==> src/rtl/reorder_buffer.sv <==
// Circular reorder buffer: in-order retire of out-of-order results, with store
// handshake, register commit, branch predictor update and mispredict flush.
module reorder_buffer #(
   parameter int DEPTH = 16,
   parameter int IDW   = 4,
   parameter int XLEN  = 32
) (
   input  logic            clk,
   input  logic            rst,
   input  logic            rdy,
   output logic            rob_full,
   output logic [IDW:0]    rob_count,
   input  logic            disp_valid,
   input  logic [XLEN-1:0] disp_pc,
   input  logic [4:0]      disp_rd,
   input  logic            disp_is_br,
   input  logic            disp_pred_taken,
   input  logic            disp_is_store,
   output logic [IDW-1:0]  disp_tag,
   input  logic [IDW-1:0]  q1_tag,
   input  logic [IDW-1:0]  q2_tag,
   output logic            q1_rdy,
   output logic            q2_rdy,
   output logic [XLEN-1:0] q1_val,
   output logic [XLEN-1:0] q2_val,
   input  logic            cdb0_valid,
   input  logic [IDW-1:0]  cdb0_tag,
   input  logic [XLEN-1:0] cdb0_val,
   input  logic            cdb0_taken,
   input  logic [XLEN-1:0] cdb0_target,
   input  logic            cdb1_valid,
   input  logic [IDW-1:0]  cdb1_tag,
   input  logic [XLEN-1:0] cdb1_val,
   output logic            store_commit_req,
   input  logic            store_commit_ack,
   output logic            commit_valid,
   output logic [4:0]      commit_rd,
   output logic [XLEN-1:0] commit_val,
   output logic [IDW-1:0]  commit_tag,
   output logic            pred_upd_valid,
   output logic [XLEN-1:0] pred_upd_pc,
   output logic            pred_upd_taken,
   output logic            pred_upd_correct,
   output logic            flush,
   output logic [XLEN-1:0] flush_pc
);

   localparam logic [IDW:0] FULL_CNT = (IDW+1)'(DEPTH);

   logic [IDW-1:0]  head_reg, tail_reg;
   logic [IDW:0]    count_reg;
   logic [DEPTH-1:0] ready_reg;
   logic            commit_valid_reg, pred_upd_valid_reg, flush_reg;
   logic [4:0]      commit_rd_reg;
   logic [XLEN-1:0] commit_val_reg, pred_upd_pc_reg, flush_pc_reg;
   logic [IDW-1:0]  commit_tag_reg;
   logic            pred_upd_taken_reg, pred_upd_correct_reg;

   logic [XLEN-1:0] pc_mem     [DEPTH];
   logic [4:0]      rd_mem     [DEPTH];
   logic            is_br_mem  [DEPTH];
   logic            pred_mem   [DEPTH];
   logic            is_st_mem  [DEPTH];
   logic [XLEN-1:0] val_mem    [DEPTH];
   logic            taken_mem  [DEPTH];
   logic [XLEN-1:0] target_mem [DEPTH];

   logic alloc, retire, head_ready, head_store, head_br, mispredict;

   assign rob_full   = (count_reg == FULL_CNT);
   assign rob_count  = count_reg;
   assign disp_tag   = tail_reg;
   assign head_ready = (count_reg != '0) && ready_reg[head_reg];
   assign head_store = is_st_mem[head_reg];
   assign head_br    = is_br_mem[head_reg];

   // Nothing moves during the flush cycle; the whole window is discarded.
   assign alloc      = rdy && !flush_reg && disp_valid && !rob_full;
   assign retire     = rdy && !flush_reg && head_ready && (!head_store || store_commit_ack);
   assign mispredict = retire && head_br && (pred_mem[head_reg] != taken_mem[head_reg]);

   assign store_commit_req = head_ready && head_store && !flush_reg;

   // Operand lookup: cdb0 beats cdb1 beats stored state.
   logic [1:0][IDW-1:0]  q_tag;
   logic [1:0]           q_rdy;
   logic [1:0][XLEN-1:0] q_val;
   assign q_tag = {q2_tag, q1_tag};

   generate
      for (genvar gi = 0; gi < 2; gi++) begin : g_lookup
         always_comb begin
            q_rdy[gi] = ready_reg[q_tag[gi]];
            q_val[gi] = val_mem[q_tag[gi]];
            if (cdb1_valid && cdb1_tag == q_tag[gi]) begin
               q_rdy[gi] = 1'b1;
               q_val[gi] = cdb1_val;
            end
            if (cdb0_valid && cdb0_tag == q_tag[gi]) begin
               q_rdy[gi] = 1'b1;
               q_val[gi] = cdb0_val;
            end
         end
      end
   endgenerate

   assign q1_rdy = q_rdy[0];
   assign q2_rdy = q_rdy[1];
   assign q1_val = q_val[0];
   assign q2_val = q_val[1];

   always_ff @(posedge clk) begin
      if (rst) begin
         head_reg           <= '0;
         tail_reg           <= '0;
         count_reg          <= '0;
         ready_reg          <= '0;
         commit_valid_reg   <= 1'b0;
         pred_upd_valid_reg <= 1'b0;
         flush_reg          <= 1'b0;
      end else if (rdy) begin
         commit_valid_reg   <= retire && !head_br && !head_store && (rd_mem[head_reg] != 5'd0);
         pred_upd_valid_reg <= retire && head_br;
         flush_reg          <= mispredict;
         if (flush_reg) begin
            head_reg  <= '0;
            tail_reg  <= '0;
            count_reg <= '0;
            ready_reg <= '0;
         end else begin
            if (alloc)  tail_reg <= tail_reg + 1'b1;
            if (retire) head_reg <= head_reg + 1'b1;
            count_reg <= count_reg + (IDW+1)'(alloc) - (IDW+1)'(retire);
            if (cdb1_valid) ready_reg[cdb1_tag] <= 1'b1;
            if (cdb0_valid) ready_reg[cdb0_tag] <= 1'b1;
            // A broadcast to a slot being reallocated is stale; allocation wins.
            if (alloc)      ready_reg[tail_reg] <= 1'b0;
         end
      end
   end

   // Payload storage and retire-side data registers carry no reset.
   always_ff @(posedge clk) begin
      if (rdy && !flush_reg) begin
         if (alloc) begin
            pc_mem[tail_reg]    <= disp_pc;
            rd_mem[tail_reg]    <= disp_rd;
            is_br_mem[tail_reg] <= disp_is_br;
            pred_mem[tail_reg]  <= disp_pred_taken;
            is_st_mem[tail_reg] <= disp_is_store;
         end
         if (cdb1_valid) val_mem[cdb1_tag] <= cdb1_val;
         if (cdb0_valid) begin
            val_mem[cdb0_tag]    <= cdb0_val;
            taken_mem[cdb0_tag]  <= cdb0_taken;
            target_mem[cdb0_tag] <= cdb0_target;
         end
         if (retire) begin
            commit_rd_reg        <= rd_mem[head_reg];
            commit_val_reg       <= val_mem[head_reg];
            commit_tag_reg       <= head_reg;
            pred_upd_pc_reg      <= pc_mem[head_reg];
            pred_upd_taken_reg   <= taken_mem[head_reg];
            pred_upd_correct_reg <= (pred_mem[head_reg] == taken_mem[head_reg]);
            flush_pc_reg         <= taken_mem[head_reg] ? target_mem[head_reg]
                                                        : pc_mem[head_reg] + XLEN'(4);
         end
      end
   end

   assign commit_valid     = commit_valid_reg && rdy;
   assign commit_rd        = commit_rd_reg;
   assign commit_val       = commit_val_reg;
   assign commit_tag       = commit_tag_reg;
   assign pred_upd_valid   = pred_upd_valid_reg && rdy;
   assign pred_upd_pc      = pred_upd_pc_reg;
   assign pred_upd_taken   = pred_upd_taken_reg;
   assign pred_upd_correct = pred_upd_correct_reg;
   assign flush            = flush_reg && rdy;
   assign flush_pc         = flush_pc_reg;

endmodule

==> config.mk <==
export PLATFORM = sky130hd
export DESIGN_NAME = reorder_buffer
export DESIGN_NICKNAME = d
export VERILOG_FILES = /design/src/rtl/reorder_buffer.sv
export SDC_FILE = /design/constraint.sdc
export NUM_CORES = 2
export LEC_CHECK = 0
export CORE_AREA = 2 2 378 380
export CTS_CLUSTER_SIZE = 24
export DETAILED_ROUTE_END_ITERATION = 10
export DIE_AREA = 0 0 380 382
export PLACE_DENSITY = 0.84
export SETUP_SLACK_MARGIN = 0.15
export SYNTH_ARGS = -nofsm -noshare
export SYNTH_HDL_FRONTEND = slang
export SYNTH_SLANG_ARGS = --single-unit
==> constraint.sdc <==
create_clock -name clk -period 8.7 [get_ports clk]
set_input_delay 1.74 -clock clk [delete_from_list [all_inputs] [get_ports clk]]
set_output_delay 1.74 -clock clk [all_outputs]
set_load 0.01 [all_outputs]
# Word level (Yosys, flattened, before mapping)
# Memory sizes are Yosys's and may differ from the RTL's. A register that Yosys moved wholly into a read port is not among the register bits.
# Cells that the tools add are included.
# word_totals
regBits	107
ram_bits	1680
inputBits	160
out_inout_bits	187
wordCells	140
mem_count	8
# classes
n_addsub	5
order_cmp	9
eq_ne	7
muxes	59
bitwise_logic	4
n_reduce_logical	35
# mem_list
memory	depth	word_bits	read_ports	rd_ports_with_merged_regs	write_ports	line	rtl
pc_mem	16	32	1	1	1	59	logic [XLEN-1:0] pc_mem [DEPTH];
target_mem	16	32	1	1	1	66	logic [XLEN-1:0] target_mem [DEPTH];
val_mem	16	32	3	1	2	64	logic [XLEN-1:0] val_mem [DEPTH];
rd_mem	16	5	1	1	1	60	logic [4:0] rd_mem [DEPTH];
is_br_mem	16	1	1	1	1	61	logic is_br_mem [DEPTH];
is_st_mem	16	1	1	1	1	63	logic is_st_mem [DEPTH];
2 more memories	-	-	-	-	-	-	
# op_table
operator	n
$mux W16	10
$mux W32	5
$mux W4	18
$add A32 B3 Y32 const B	1
$or A16 B16 Y16	2
$lt A4 B5 Y1 const B	6
$logic_and A1 B1 Y1	23
$mux W1	19
$and A16 B16 Y16	1
$eq A4 B4 Y1	4
$not A16 Y16	1
$bmux W1 S4	3
$demux W1 S4	3
$ge A4 B1 Y1 const B	3
$reduce_bool A5 Y1	2
$add A4 B1 Y4 const B	2
$reduce_and A2 Y1	3
$add A5 B1 Y5	1
$eq A5 B5 Y1 const B	1
$mux W5	1
$sub A5 B1 Y5	1
$logic_not A1 Y1	4
$reduce_bool A2 Y1	2
$eq A1 B1 Y1	1
other kinds (2)	2

# Depth between registers and ports, before layout
# depth
word_depth	17
depth_mapped	19
ltp_nobuf	18

# Worst setup path after synthesis
# Ideal clock, no wire load.
# synth_timing
path_kind	in2reg
start	input rdy
end	register count_reg[4], in the netlist rob_count[4]
setup_ps	71
arrival_time_ps	6839
required_time_ps	8629
setup_slack_ps	1791
cell_stages	16
path_buffers	2
cell_sequence	clkbuf_1 > inv_1 > clkbuf_1 > nor3_4 > nand2b_1 > o21ai_0 > ha_1 > inv_1 > fa_1 > nand2b_1 > a21oi_1 > nor2_1 > xnor2_1 > o21ai_0 > nand2_1 > a21oi_1
# synth_via
elab_chain_len	6
word_cells_on_any_way	8
classes_between	2 x add/sub; 1 x mux; 5 x reduce/logical
# synth_rtl
element	line	rtl
start, declared	10	input logic rdy,
$logic_and A1 B1 Y1	78, 79	
$logic_and A1 B1 Y1 (2 in a row)	78	assign alloc = rdy && !flush_reg && disp_valid && !rob_full;
$add A5 B1 Y5	133	count_reg <= count_reg + (IDW+1)'(alloc) - (IDW+1)'(retire);
$sub A5 B1 Y5	133	
$mux W5	125	if (flush_reg) begin
end signal, assigned	133	
end, declared	51	logic [IDW:0] count_reg;
# Parallel ways exist; a longest one is shown, timed or not.
# A chain may end at the register's enable or synchronous reset.

# Worst setup path after layout
# layout_timing
start	input cdb1_tag[2]
end	output q2_val[0]
# layout_via
elab_chain_len	4
# layout_rtl
element	line	rtl
start, declared	32	input logic [IDW-1:0] cdb1_tag,
$eq A4 B4 Y1	95	if (cdb1_valid && cdb1_tag == q_tag[gi]) begin
$logic_and A1 B1 Y1	95	
$mux W32	95	
$mux W32	99	if (cdb0_valid && cdb0_tag == q_tag[gi]) begin
end, declared	25	output logic [XLEN-1:0] q2_val,
# Every way passes these cells.

==> results.toml <==
[detailed_routing]
top_layer = "met5"
routed-wl-met2_mm = 121
routedWlPerCell_um = 37.0
drc = 2
vias = 50200
via_per_inst = 7.40
drt-initial-drc-count = 8357
wl_met1_mm = 84.6
ant_nets = 0
met3_length_mm = 32.8
postRouteWirelength_mm = 251
firstDrtPassIters = 11

[die]
io_pins = 347
core-area_um2 = 141000
die_x_um = 380
die-area_um2 = 145000
start_util_pct = 60.7
rows = 138
die_y_um = 382

[global_routing]
grt_pass1_wl_mm = 360
grt_max_degree = 116
antenna_found_initial = 26
grt_pass1_vias = 51000
grt_usage_pct = 34.7
grt-ovfl-total = 0

[timing]
worst_slew_pin_slew_ps = 1240
worst_clock_skew_ps = 69.7
fmax_mhz = 148
final_max_slew_viol_count = 0
rsz0062_at_grt = "false"
finalHoldViolCount = 0
relSlewSlack_pct = 17.6
post-route-period-util_pct = 77.7
setup_violations = 0
fin_tns_setup_ps = 0
period_needed_ps = 6760

[clocking]
hold_buffers = 0
cts_resized = 0
h-tree-depth = 4
root_buffer = "clkbuf_16"
cts_tree = "done"
cts_sinks = 1823
post_cts_buffers = 0
clk_pin_slew_ps = 60
cts_buffers = 182
clk_latency_ps = 850
clockBufferDepth = 3

[worst_setup_path]
r2r_cells = 9
critPathRequiredTime_ps = 6960
timing.rr.end = "flush_pc[18]"
critPathKind = "in -> out"
timing.critical_path.mode_cell = "clkdlybuf4s50_1"
path_cells = "clkdlybuf4s50_1, xor2_1, nor4_2, buf_4, mux2i_1, o21ai_0, clkdlybuf4s50_1"
cp-end-kind = "output pin"
crit_fanout = 22
arrival_ps = 5020
critPathBufInv = 3
startpoint_type = "primary input"
cp_top_family = "buffers and inverters"
r2r_setup_slack_ps = 3070
cpPeakStageDelay_ps = 670
slowest_stage = "clkdlybuf4s50_1"

[synthesis]
synth_seq_cells = 1823
synth_cell_types = 69
avgSynthCellArea_um2 = 18.8
ys_seq_area_share_pct = 63.6
yosysWarnings = 0
synth_area_um2 = 85500
synth_top_flop_cell = "edfxtp_1"
syn-num-nets = 4708
synth_cells = 4536
synth-async-reset-ratio_pct = 0
synth-edff-count = 1787

[cells_and_area]
syn_to_final_growth_pct = 13.4
drive_above_1_share_pct = 34.0
largest_registers = "pc_mem (512), target_mem (512), val_mem (512)"
utilization_pct = 68.8
nets = 4912
nFillCells = 8575

[run_status]
status = "finished, violations left"
violations = "DRC"

[power_and_ir_drop]
max-vdd-ir-drop_mv = 0.184
power_mw = 19.1
power_density_nw_per_um2 = 197
power.leakage_nw = 29.8

[placed_design]
place_hpwl_mm = 136
gp_congestion = 0.864
portBuffers = 346

[worst_hold_path]
min_path_cells = 2
hold_start = "pred_upd_valid_reg"
hp-class = "reg -> reg"
worstHoldEndpoint = "pred_upd_valid_reg"

[flow_run]
max-cap-violations = 0
[logic make-up (layout without fill, tap and decap cells)]
kind of cell	after synthesis	count (layout)	synth area share (%)
AOI/OAI and AO/OA	208	208	1.50
xor gates and xnor gates	27	27	0.277
adders and majority gates	12	12	0.184
buffers and inverters	461	816	2.40
DFF	1823	1823	63.6
muxes	1349	1349	28.6
other	0	13	0
and+or+nand+nor	656	656	3.38
[worst min-delay path, stage by stage (launching register included)]
cell and delay, ps:
dfxtp_1 330, nand2_1 80, a21oi_1 70
[stage by stage]
step                      cells  setup slack (ps)  hold slack [ps]  instance area (µm²)
after floorplan            4536              1790              406                85500
after global placement     6446              2060              456                90800
after detailed placement   6446              2040              485                90800
after CTS                  6781              2040              516                96900
after global routing       6788              1900              534                96900
final                      6794              1940              534                96900
[power breakdown]
part | switching, mW | total [mW] | internal (mW)
registers | 0.0608 | 9.82 | 9.76
logic | 0.675 | 1.23 | 0.559
clock network | 3.51 | 8.01 | 4.50
[worst max-delay path by stage]
stage / startpoint / to / slack (ps) / cells after the start
finish: cdb1_tag[2] / q2_val[0] / 1940 / 7
global route: cdb1_tag[2] / q2_val[0] / 1900 / 7
CTS: q1_tag[0] / q1_val[18] / 2040 / 7
detailed placement: q1_tag[0] / q1_val[18] / 2040 / 7
global placement: q1_tag[0] / q1_val[18] / 2060 / 7
floorplan: rdy / rob_count[4] / 1790 / 16
[layout make-up]
class	count	area [µm²]	area share (%)
clock inverters	114	1330	1.37
inverters	25	104	0.107
well taps	1890	2360	2.44
multi-input cells	2252	29500	30.5
flip-flops and latches	1823	54400	56.1
repair buffers	456	4420	4.56
clock buffers	221	4750	4.90
diodes	13	32.5	0.0336
[synth_stat cells (8+ instances only)]
cell / count / area [µm²]
o31ai_1: 10 / 75.1
buf_2: 41 / 205
mux2_2: 418 / 4710
nor4_1: 10 / 62.6
o22ai_1: 9 / 56.3
xor2_1: 16 / 140
mux2i_1: 105 / 1050
mux4_2: 793 / 17900
a22oi_1: 20 / 150
clkbuf_1: 277 / 1040
nand4_1: 20 / 125
nor2_1: 67 / 251
nand2_1: 422 / 1580
a21oi_1: 31 / 155
inv_1: 22 / 82.6
buf_1: 88 / 330
nand3_1: 25 / 125
xnor2_1: 11 / 96.3
a221oi_1: 12 / 105
nor3_1: 31 / 155
a31oi_1: 12 / 75.1
nor2b_1: 10 / 62.6
nand2b_1: 12 / 75.1
and2_1: 12 / 75.1
o21ai_0: 87 / 435
mux4_1: 33 / 867
buf_6: 8 / 90.1
edfxtp_1: 1787 / 53700
ha_1: 11 / 138
dfxtp_1: 36 / 721
[metal layers]
| layer | track usage [%] | vias up |
|---|---|---|
| met5 | 0 | - |
| met4 | 16.0 | 14 |
| met3 | 9.48 | 915 |
| met2 | 55.1 | 4468 |
| met1 | 45.4 | 25600 |
| li1 | - | 19200 |
[cell usage in the layout (no fill, tap or decap), types with 11 or more instances in the layout]
master           count
dfxtp_1             29
mux4_2             793
ha_1                11
nand2_1            422
a22oi_1             20
mux4_1              33
diode_2             13
xnor2_1             11
bufinv_16           19
nand4_1             20
nor2_1              42
xor2_1              16
clkinv_2            23
nor2_4              25
clkinv_1            44
inv_1               19
a21oi_1             31
mux2_2             418
a31oi_1             12
clkbuf_16          183
nand3_1             25
o21ai_0             84
and2_1              12
buf_12              11
clkbuf_1            35
a221oi_1            12
buf_4              101
edfxtp_1          1787
nor3_1              27
mux2i_1            104
clkdlybuf4s50_1    338
Power figures use the tool's default switching activity.
